<file path="config.mk">
export PLATFORM = sky130hd
export DESIGN_NAME = regfile_ctrl
export DESIGN_NICKNAME = d
export VERILOG_FILES = /design/src/rtl/regfile_ctrl_pkg.sv /design/src/rtl/regfile_ctrl_scoreboard.sv /design/src/rtl/regfile_ctrl.sv
export SDC_FILE = /design/constraint.sdc
export NUM_CORES = 1
export LEC_CHECK = 0
export ABC_AREA = 1
export CAP_MARGIN = 0
export CORE_AREA = 3 3 143 89
export CTS_BUF_LIST = sky130_fd_sc_hd__clkbuf_8
export CTS_CLUSTER_SIZE = 24
export DETAILED_ROUTE_END_ITERATION = 10
export DIE_AREA = 0 0 146 92
export GPL_TIMING_DRIVEN = 0
export PLACE_DENSITY = 0.73
export SLEW_MARGIN = 10
export SYNTH_ARGS = -nofsm -noshare
export SYNTH_HDL_FRONTEND = slang
export SYNTH_SLANG_ARGS = --single-unit
</file>
<file path="constraint.sdc">
create_clock -name clk -period 1.7 [get_ports clk]
set_input_delay 0.255 -clock clk [delete_from_list [all_inputs] [get_ports clk]]
set_output_delay 0.255 -clock clk [all_outputs]
set_load 0.02 [all_outputs]
</file>
<file path="src/rtl/regfile_ctrl_pkg.sv">
// regfile_ctrl_pkg
// Shared constants and types for the register-file controller:
// data width, register address width, FSM state encoding and the
// requester index constants used for the write-port request/grant vectors.
package regfile_ctrl_pkg;

    localparam int XLEN       = 32;
    localparam int REG_ADDR_W = 5;
    localparam int NUM_REGS   = 1 << REG_ADDR_W;

    typedef enum logic [1:0] {
        RUN    = 2'd0,
        DRAIN  = 2'd1,
        HALTED = 2'd2
    } state_t;

    // Bit positions in the request/grant vectors.
    localparam int JMP = 0;
    localparam int WB  = 1;
    localparam int LSU = 2;

endpackage

</file>
<file path="src/rtl/regfile_ctrl_scoreboard.sv">
// rf_scoreboard
// Per-register pending-write scoreboard for registers 1..31. Register 0 is
// hard-wired and never becomes pending.
// Ports:
//   clk, rst            clock, synchronous active-high reset
//   set_en, set_idx     mark a register pending (issue accepted)
//   clr_en, clr_idx     clear a register (its write is being driven)
//   rs1, rs2, rd        hazard lookup addresses
//   hit_rs1/2, hit_rd   lookup results (always 0 for address 0)
//   pending_any         any register pending
module rf_scoreboard
    import regfile_ctrl_pkg::*;
(
    input  logic                  clk,
    input  logic                  rst,
    input  logic                  set_en,
    input  logic [REG_ADDR_W-1:0] set_idx,
    input  logic                  clr_en,
    input  logic [REG_ADDR_W-1:0] clr_idx,
    input  logic [REG_ADDR_W-1:0] rs1,
    input  logic [REG_ADDR_W-1:0] rs2,
    input  logic [REG_ADDR_W-1:0] rd,
    output logic                  hit_rs1,
    output logic                  hit_rs2,
    output logic                  hit_rd,
    output logic                  pending_any
);

    logic [NUM_REGS-1:1] pending;
    logic [NUM_REGS-1:1] pending_nxt;
    logic [NUM_REGS-1:0] pend_full;

    // Set and clear of different bits in the same cycle both apply.
    always_comb begin
        pending_nxt = pending;
        for (int i = 1; i < NUM_REGS; i++) begin
            if (clr_en && clr_idx == REG_ADDR_W'(i))
                pending_nxt[i] = 1'b0;
            if (set_en && set_idx == REG_ADDR_W'(i))
                pending_nxt[i] = 1'b1;
        end
    end

    always_ff @(posedge clk) begin
        if (rst)
            pending <= '0;
        else
            pending <= pending_nxt;
    end

    assign pend_full   = {pending, 1'b0};
    assign hit_rs1     = pend_full[rs1];
    assign hit_rs2     = pend_full[rs2];
    assign hit_rd      = pend_full[rd];
    assign pending_any = |pending;

endmodule

</file>
<file path="src/rtl/regfile_ctrl.sv">
// regfile_ctrl
// Write-port arbiter and issue/halt controller for the 32x32 register file
// and PC. Jump, writeback and load/store return share one write bus; a
// pending scoreboard blocks issue on RAW/WAW hazards; a small FSM sequences
// a clean halt.
// Optional build macro REGFILE_CTRL_PERF_EN adds perf_stall_cnt and
// perf_conflict_cnt saturating counters.
// Ports:
//   clk, rst                 clock, synchronous active-high reset
//   halt_req                 level halt request
//   issue_*                  instruction issue request / issue_ready
//   jmp_*, wb_*, lsu_*       write-port requesters (valid/payload/ready)
//   rf_*                     registered register-file controls
//   halted                   halt status
//
//   state  | meaning
//   RUN    | normal operation, issue allowed
//   DRAIN  | halt requested, issue blocked, outstanding writes finish
//   HALTED | register file frozen, all grants withheld
module regfile_ctrl #(
    parameter int XLEN         = regfile_ctrl_pkg::XLEN,
    parameter int STARVE_LIMIT = 4,
    parameter int SCNT_W       = 3
) (
    input  logic            clk,
    input  logic            rst,
    input  logic            halt_req,
    input  logic            issue_valid,
    input  logic [4:0]      issue_rs1,
    input  logic [4:0]      issue_rs2,
    input  logic [4:0]      issue_rd,
    input  logic            issue_rd_we,
    output logic            issue_ready,
    input  logic            jmp_valid,
    input  logic [XLEN-1:0] jmp_target,
    output logic            jmp_ready,
    input  logic            wb_valid,
    input  logic [4:0]      wb_rd,
    input  logic [XLEN-1:0] wb_data,
    output logic            wb_ready,
    input  logic            lsu_valid,
    input  logic [4:0]      lsu_rd,
    input  logic [XLEN-1:0] lsu_data,
    output logic            lsu_ready,
    output logic            rf_rd_wrn,
    output logic [4:0]      rf_rd_offset,
    output logic [XLEN-1:0] rf_data_in,
    output logic            rf_update_pc,
    output logic            rf_freeze_pc,
    output logic            rf_halt,
`ifdef REGFILE_CTRL_PERF_EN
    output logic [31:0]     perf_stall_cnt,
    output logic [31:0]     perf_conflict_cnt,
`endif
    output logic            halted
);

    import regfile_ctrl_pkg::*;

    state_t              state, state_nxt;
    logic [SCNT_W-1:0]   scnt;
    logic [2:0]          req, gnt;
    logic                active, lsu_over;
    logic                hit_rs1, hit_rs2, hit_rd, pending_any;
    logic                issue_acc;

    assign req[JMP] = jmp_valid;
    assign req[WB]  = wb_valid;
    assign req[LSU] = lsu_valid;

    assign active   = (state != HALTED);
    assign lsu_over = (scnt == SCNT_W'(STARVE_LIMIT));

    // Jump always wins; a starved load return outranks writeback.
    always_comb begin
        gnt = 3'b000;
        if (active) begin
            if (req[JMP])
                gnt[JMP] = 1'b1;
            else if (req[LSU] && (lsu_over || !req[WB]))
                gnt[LSU] = 1'b1;
            else if (req[WB])
                gnt[WB] = 1'b1;
        end
    end

    assign jmp_ready = gnt[JMP];
    assign wb_ready  = gnt[WB];
    assign lsu_ready = gnt[LSU];

    assign issue_ready = (state == RUN) && !hit_rs1 && !hit_rs2 &&
                         !(issue_rd_we && hit_rd) && !jmp_valid;
    assign issue_acc   = issue_valid && issue_ready;

    rf_scoreboard u_scoreboard (
        .clk         (clk),
        .rst         (rst),
        .set_en      (issue_acc && issue_rd_we && issue_rd != 5'd0),
        .set_idx     (issue_rd),
        .clr_en      (!rf_rd_wrn),
        .clr_idx     (rf_rd_offset),
        .rs1         (issue_rs1),
        .rs2         (issue_rs2),
        .rd          (issue_rd),
        .hit_rs1     (hit_rs1),
        .hit_rs2     (hit_rs2),
        .hit_rd      (hit_rd),
        .pending_any (pending_any)
    );

    always_comb begin
        state_nxt = state;
        case (state)
            RUN:    if (halt_req) state_nxt = DRAIN;
            DRAIN: begin
                if (!halt_req)
                    state_nxt = RUN;
                else if (!pending_any && rf_rd_wrn && !rf_update_pc)
                    state_nxt = HALTED;
            end
            HALTED: if (!halt_req) state_nxt = RUN;
            default: state_nxt = RUN;
        endcase
    end

    always_ff @(posedge clk) begin
        if (rst) begin
            state        <= RUN;
            scnt         <= '0;
            rf_rd_wrn    <= 1'b1;
            rf_rd_offset <= '0;
            rf_data_in   <= '0;
            rf_update_pc <= 1'b0;
            rf_freeze_pc <= 1'b1;
            rf_halt      <= 1'b0;
            halted       <= 1'b0;
        end else begin
            state <= state_nxt;

            // Saturates at the limit so the override persists while blocked.
            if (gnt[LSU])
                scnt <= '0;
            else if (lsu_valid && !lsu_over)
                scnt <= scnt + 1'b1;

            rf_rd_wrn    <= !(gnt[WB] || gnt[LSU]);
            rf_update_pc <= gnt[JMP];
            if (gnt[WB]) begin
                rf_rd_offset <= wb_rd;
                rf_data_in   <= wb_data;
            end else if (gnt[LSU]) begin
                rf_rd_offset <= lsu_rd;
                rf_data_in   <= lsu_data;
            end else if (gnt[JMP]) begin
                rf_rd_offset <= '0;
                rf_data_in   <= jmp_target;
            end else begin
                rf_rd_offset <= '0;
                rf_data_in   <= '0;
            end

            rf_freeze_pc <= gnt[JMP] ? 1'b0 :
                            ((issue_valid && !issue_ready) || state != RUN);
            rf_halt      <= (state_nxt == HALTED);
            halted       <= (state_nxt == HALTED);
        end
    end

`ifdef REGFILE_CTRL_PERF_EN
    logic conflict;
    assign conflict = (req[JMP] && req[WB]) || (req[JMP] && req[LSU]) ||
                      (req[WB] && req[LSU]);

    always_ff @(posedge clk) begin
        if (rst) begin
            perf_stall_cnt    <= '0;
            perf_conflict_cnt <= '0;
        end else begin
            if (issue_valid && !issue_ready && perf_stall_cnt != 32'hFFFF_FFFF)
                perf_stall_cnt <= perf_stall_cnt + 32'd1;
            if (conflict && perf_conflict_cnt != 32'hFFFF_FFFF)
                perf_conflict_cnt <= perf_conflict_cnt + 32'd1;
        end
    end
`endif

endmodule

</file>
**Yosys cells after proc, flatten, opt, wreduce, memory -nomap -nowiden**

Cells that the tools add are included.

- Output and inout port bits: 46
- Bits of input ports: 129
- Register bits after elaboration: 77
- Logic and storage cells: 320

- Mux-type cells: 85
- $add $sub $neg: 1
- Reduce and logical (&&, ||, !) cells: 125
- Equal/unequal tests: 67
- Order comparisons: 3

Operator list:

| operator | number |
|---|---|
| == test 5 bit (second input constant) | 32 |
| 2-to-1 mux 32 bit | 3 |
| == test 5 x 4 -> 1 bit (second input constant) | 16 |
| logical AND 1 bit | 75 |
| 2-to-1 mux 1 bit | 70 |
| nonzero test 2 bit | 32 |
| == test 5 x 3 -> 1 bit (second input constant) | 8 |
| OR reduction 31 bit | 1 |
| == test 5 x 2 -> 1 bit (second input constant) | 4 |
| < comparator 5 x 6 -> 1 bit (second input constant) | 3 |
| binary-select mux 1 bit (select 5 bit) | 3 |
| zero test 1 bit | 11 |
| == test 5 x 1 -> 1 bit (second input constant) | 2 |
| 2-to-1 mux 2 bit | 5 |
| 2-to-1 mux 5 bit | 2 |
| case mux 2 bit (3 select lines) | 1 |
| nonzero test 5 bit | 1 |
| == test 2 bit (second input constant) | 2 |
| adder 3 x 1 -> 3 bit (second input constant) | 1 |
| == test 3 bit (second input constant) | 1 |
| logical OR 1 bit | 3 |
| 2-to-1 mux 3 bit | 1 |
| == test 2 x 1 -> 1 bit (second input constant) | 1 |
| zero test 2 bit | 1 |
| 2 further kinds | 2 |

**Depth between registers and ports, before layout**

- Depth after elaboration: 12
- Depth in mapped cells: 14
- Mapped depth without buffers: 13

**By module**

Synthesis repeated with hierarchy kept, for this count alone.

- Cell total of the unflattened synthesis: 873
- Area, all modules: 5058.6 sq um

Modules (own cells, without submodules):

| module | times used | area each (sq um) | cells each | seq. area each (sq um) |
|---|---|---|---|---|
| regfile_ctrl | 1 | 2598.7 | 428 | 920.9 |
| rf_scoreboard | 1 | 2459.9 | 445 | 620.6 |

**Worst setup path after synthesis**

Ideal clock, no wire load.

- Path type: input to output
- Start: in issue_rd[0]
- End: out issue_ready
- Stages on the path: 13
- Arrival: 1.393 ns
- Buffers on the path: 2
- Setup slack: 0.052 ns
- Data required time: 1.445 ns
- Cells stage by stage: buf_6 > buf_6 > nand2_1 > o21ai_1 > nand2_1 > nand2_1 > nand2_1 > nand2_1 > nor2_1 > nand2_1 > a21oi_4 > nand2_1 > inv_1

- Cells in the longest elaborated chain, start to end: 6

Ends and longest elaborated chain:

| what | RTL line | source |
|---|---|---|
| start, declared | regfile_ctrl.sv:31 | `input logic [4:0] issue_rd,` |
| binary-select mux 1 bit (select 5 bit) | regfile_ctrl_scoreboard.sv:54 | `assign hit_rd = pend_full[rd];` |
| 2-to-1 mux 1 bit (not written as such) | regfile_ctrl_scoreboard.sv:54 |  |
| logical AND 1 bit | regfile_ctrl.sv:92 | `!(issue_rd_we && hit_rd) && !jmp_valid;` |
| zero test 1 bit | regfile_ctrl.sv:92 |  |
| logical AND 1 bit | regfile_ctrl.sv:91 | `assign issue_ready = (state == RUN) && !hit_rs1 && !hit_rs2 &&` |
| logical AND 1 bit | regfile_ctrl.sv:92 |  |
| end, declared | regfile_ctrl.sv:33 | `output logic issue_ready,` |

No other way between the ends. The select of a mux whose other input is x is not followed.

**Worst setup path after layout**

- Start: reg u_scoreboard.pending[19] (netlist name)
- End: out issue_ready

- Cells in the longest elaborated chain, start to end: 7
- Elaborated cells between the ends (all ways): 14
- Classes of those cells: 6 x mux; 8 x reduce/logical

Ends and longest elaborated chain:

| what | RTL line | source |
|---|---|---|
| start, declared | regfile_ctrl_scoreboard.sv:29 | `logic [NUM_REGS-1:1] pending;` |
| start signal, assigned | regfile_ctrl_scoreboard.sv:48 | `pending <= pending_nxt;` |
| binary-select mux 1 bit (select 5 bit) | regfile_ctrl_scoreboard.sv:52 | `assign hit_rs1 = pend_full[rs1];` |
| 2-to-1 mux 1 bit (not written as such) | regfile_ctrl_scoreboard.sv:52 |  |
| zero test 1 bit | regfile_ctrl.sv:91 |  |
| logical AND 1 bit (2 in a row) | regfile_ctrl.sv:91 |  |
| logical AND 1 bit (*) | regfile_ctrl.sv:91 |  |
| logical AND 1 bit (*) | regfile_ctrl.sv:92 |  |

Mark *: on every way between the ends. The rest lies on a longest branch, timed or not. The select of a mux whose other input is x is not followed.

==> results.md <==
* Run status: finished, violations left
* Violations in the final reports: negative setup slack
* Final count of hold timing violations at 0
* Final nets at around 1.1k
* Type of the most critical hold path: input pin to flop
* Total of warnings raised by yosys at 0
* Antenna-violating nets left at 0
* Number of antenna violations at the first check in global routing at 0
* Final wirelength at 19300 um
* Total die area at 13400 um^2
* Cell area after synthesis at 4590 um^2
* Mapped Avg Cell Area at around 6.4 um^2
* Path length in cells of the critical path at 12
* Top area cells in the synthesized netlist: dfxtp_1, nand2_1, a21oi_1, nand3_1, inv_1
* Final weighted congestion in routability-driven placement at approximately 1.1
* Number of vias in the routed layout at roughly 6k
* Final Non-Filler Cells at about 1.1k
* Max frequency at between 400 and 500 MHz
* Number of buffer cells added on primary ports at ~170
* Total number of placement rows at 30
* Detailed-routing iteration count for the pre-antenna-repair pass at 9
* Highest cell delay on the worst timing path at about 0.32 ns
* Series of cell instances along the critical path: inv_2, nor2_1, nor2_1, nand2_1, nand2_1, nand2_1, nor2_1, nand2_1, a21oi_4, nand2_2, inv_2, buf_6
* Area growth syn-to-layout at 55.8%
* Start point of the worst min-delay path: issue_rd[4]
* Setup-violating endpoint count in the final report at 34
* Max_cap viols at 0
* Period minus WS final at slightly above 2 ns
* Critical-path cell with the highest stage delay: dfxtp_1
* Final Slew Violations at 0
* Reg clk slew, reported paths at 0.08 ns
* Initial core utilization at 40.4%
* Category of the worst setup path capture point: primary output
* Total of flip-flops plus latches after synthesis at 77
* Clock tree from TritonCTS: done
* Root Buffer: clkbuf_8
* Power density over the cells at around 650 nW/um^2
* Required time at the worst-slack endpoint at about 1.4 ns
* Number of levels in the clock H-tree at 3
* Netlist cell types at 29
* Number of cells on the worst hold path at 4
* Reported leakage power at 2.95 nW
* Post-synth net total at about 850
* Total number of clock tree sinks at 77
* Sequential area share after synthesis at about a third
* Worst-case vdd ir drop at 0.396 mV
* Clock buffer depth at 2
* Crit path DAT at approximately 1.8 ns
* CTS buffer count at 9
* HPWL reported at the end of detailed placement at ~15000 um
* Unrepaired setup endpoints after global routing: yes
* Total global routing overflow at 0
* Worst Setup SP: u_scoreboard.pending[19]$_SDFFE_PP0P_
* Number of cells on the worst reg-to-reg path at 15
* Share of layout cells above drive strength 1 at about 20%
* Standard cell core area at roughly 11000 um^2
* Most Frequent Cell on Critical Path: nand2_1
* Pin count of the biggest net entering global routing at 13
* Pin slew with the least headroom to its limit at approximately 0.70 ns
* Cell accounting for the most synthesized area: dfxtp_1
* Vias in the first global route at about 5.3k
* Die extent in x at ~150 um
* Minimum hold slack at between 0.3 and 0.4 ns
* Number of top-level pins at ~180
* Diodes inserted at 0
* Class of the most critical setup path: flop to primary output
* Crit Reg-Reg Startpoint: u_scoreboard.pending[19]$_SDFFE_PP0P_
* Latest clock arrival within the worst-skew pair at around 0.37 ns
* Maximum net fanout on the critical path at 4
* Via density per instance at between 5 and 6
* Residual DRC count at 0
* Tcrit/Tclk final at 121%
* Element type at the critical path start: flop
* Number of filler instances in the final layout at 1070
* Family with the most delay on the worst path: simple AND/OR/NAND/NOR gates
* Global-route wire length before repair at approximately 29000 um
* Gate count of the mapped netlist at between 700 and 800
* Height of the die at between 90 and 100 um
* Max_slew headroom at about 53%
* Number of cells in the design after placement at roughly 1.0k
* Proportion of netlist area held by the largest area contributor at between 30% and 40%
* Clock skew at ~0.0084 ns
* Setup slack after layout at -0.363 ns
* Routed wirelength normalized by instance count at roughly 18 um
* All-layer global routing usage at between 20 and 30%
* Number of buffers and inverters on the critical path at 3
* Initial detailed-routing violation count at 698
-- final timing paths --
kind / to / slack [ns]
worst max-delay path: issue_ready / -0.36
worst min-delay path: u_scoreboard.pending[11]$_SDFFE_PP0P_ / 0.32
worst max register to register: u_scoreboard.pending[12]$_SDFFE_PP0P_ / -0.29
worst min register to register: state[0]$_SDFF_PP0_ / 0.43
-- flip-flops by register name, summed over array words and instances, names as in the netlist --
signal                cells
halted                    1
rf_rd_offset              5
scnt                      3
state                     2
rf_freeze_pc              1
u_scoreboard.pending     31
rf_data_in               32
rf_rd_wrn                 1
rf_update_pc              1
-- worst register-to-register path, delay by kind of cell, from the launching register on --
family / cells / cell delay (ns)
simple gates: 8 / 0.57
flops: 1 / 0.32
buf+inv: 5 / 0.65
compound gates: 2 / 0.37
-- area by class of cell --
class / count / area (um^2) / area share [%]
Buffer: 44 / 325 / 4.55
Clock buffer: 9 / 124 / 1.73
Clock inverter: 5 / 77.6 / 1.08
Inverter: 74 / 295 / 4.13
Multi-Input combinational cell: 524 / 2650 / 37.0
Sequential cell: 77 / 1580 / 22.1
Tap cell: 160 / 200 / 2.80
Timing Repair Buffer: 195 / 1900 / 26.6
-- cell usage in the layout, fill, tap and decap left out, types with 8 or more instances in the layout --
master / synthesis / routed
a21oi_1: 75 / 68
a22oi_1: 32 / 32
buf_4: 7 / 33
buf_6: 9 / 17
clkbuf_1: 18 / 12
clkbuf_8: 0 / 10
clkdlybuf4s50_1: 0 / 157
dfxtp_1: 77 / 52
dfxtp_2: 0 / 21
inv_1: 67 / 37
inv_2: 5 / 30
nand2_1: 202 / 194
nand3_1: 53 / 51
nand4_1: 35 / 35
nor2_1: 52 / 40
nor2_2: 1 / 9
nor3_1: 16 / 14
o21ai_0: 32 / 30
o21ai_1: 7 / 8
-- cells by family after synthesis --
logic type               count (synthesis)  synth area share, %
buffers and inverters                  119                 12.0
AND/OR/NAND/NOR                        367                 34.5
flip-flops                              77                 33.6
AO/OA/AOI/OAI                          154                 19.2
adder cells (fa/ha/maj)                  2                0.545
XOR/XNOR                                 1                0.191
-- cell usage after synthesis (all sizes together) --
cell type / number
clkinv: 1
nor2: 53
a22oi: 32
clkbuf: 18
xor2: 1
buf: 27
or2: 1
nor3: 16
a211oi: 2
nand2: 205
nand3: 53
o211ai: 5
nor4: 4
inv: 73
ha: 2
o21ai: 39
a21oi: 76
dfxtp: 77
nand4: 35
-- power breakdown --
part | total, mW | internal, mW | switching [mW]
combinational | 1.26 | 0.615 | 0.640
sequential | 1.89 | 1.87 | 0.0273
clock | 1.50 | 0.805 | 0.694
-- layer usage --
layer	vias up	track usage, %	part of all wire, %
met1	2690	38.9	43
li1	2810	-	-
met5	-	3.08	0.25
met3	46	13.3	16
met4	2	5.48	1.6
met2	454	36.2	39
-- repair_timing --
item                                    4_1_cts  5_1_grt
buffers inserted                             17       10
endpoints found under the setup margin       64       64
gates resized for setup                     109       62
cloned                                        3        0
hold buffers                                  0        0
pin swaps                                    14       19
-- per-stage QoR --
stage | utilization [%] | power [mW] | setup TNS, ns | cell area, um^2 | worst slack (ns)
final | 62.9 | 4.65 | -8.28 | 7160 | -0.363
after global routing | 62.9 | 4.81 | -9.70 | 7160 | -0.434
after CTS | 61.0 | 4.58 | -3.29 | 6940 | -0.320
after detailed placement | 56.7 | 3.05 | -34.64 | 6450 | -1.12
after global placement | 56.7 | 3.04 | -32.80 | 6450 | -1.06
after floorplan | - | 2.47 | 0 | 4590 | 0.0517
No activity file was read; power rests on OpenSTA's default activity.
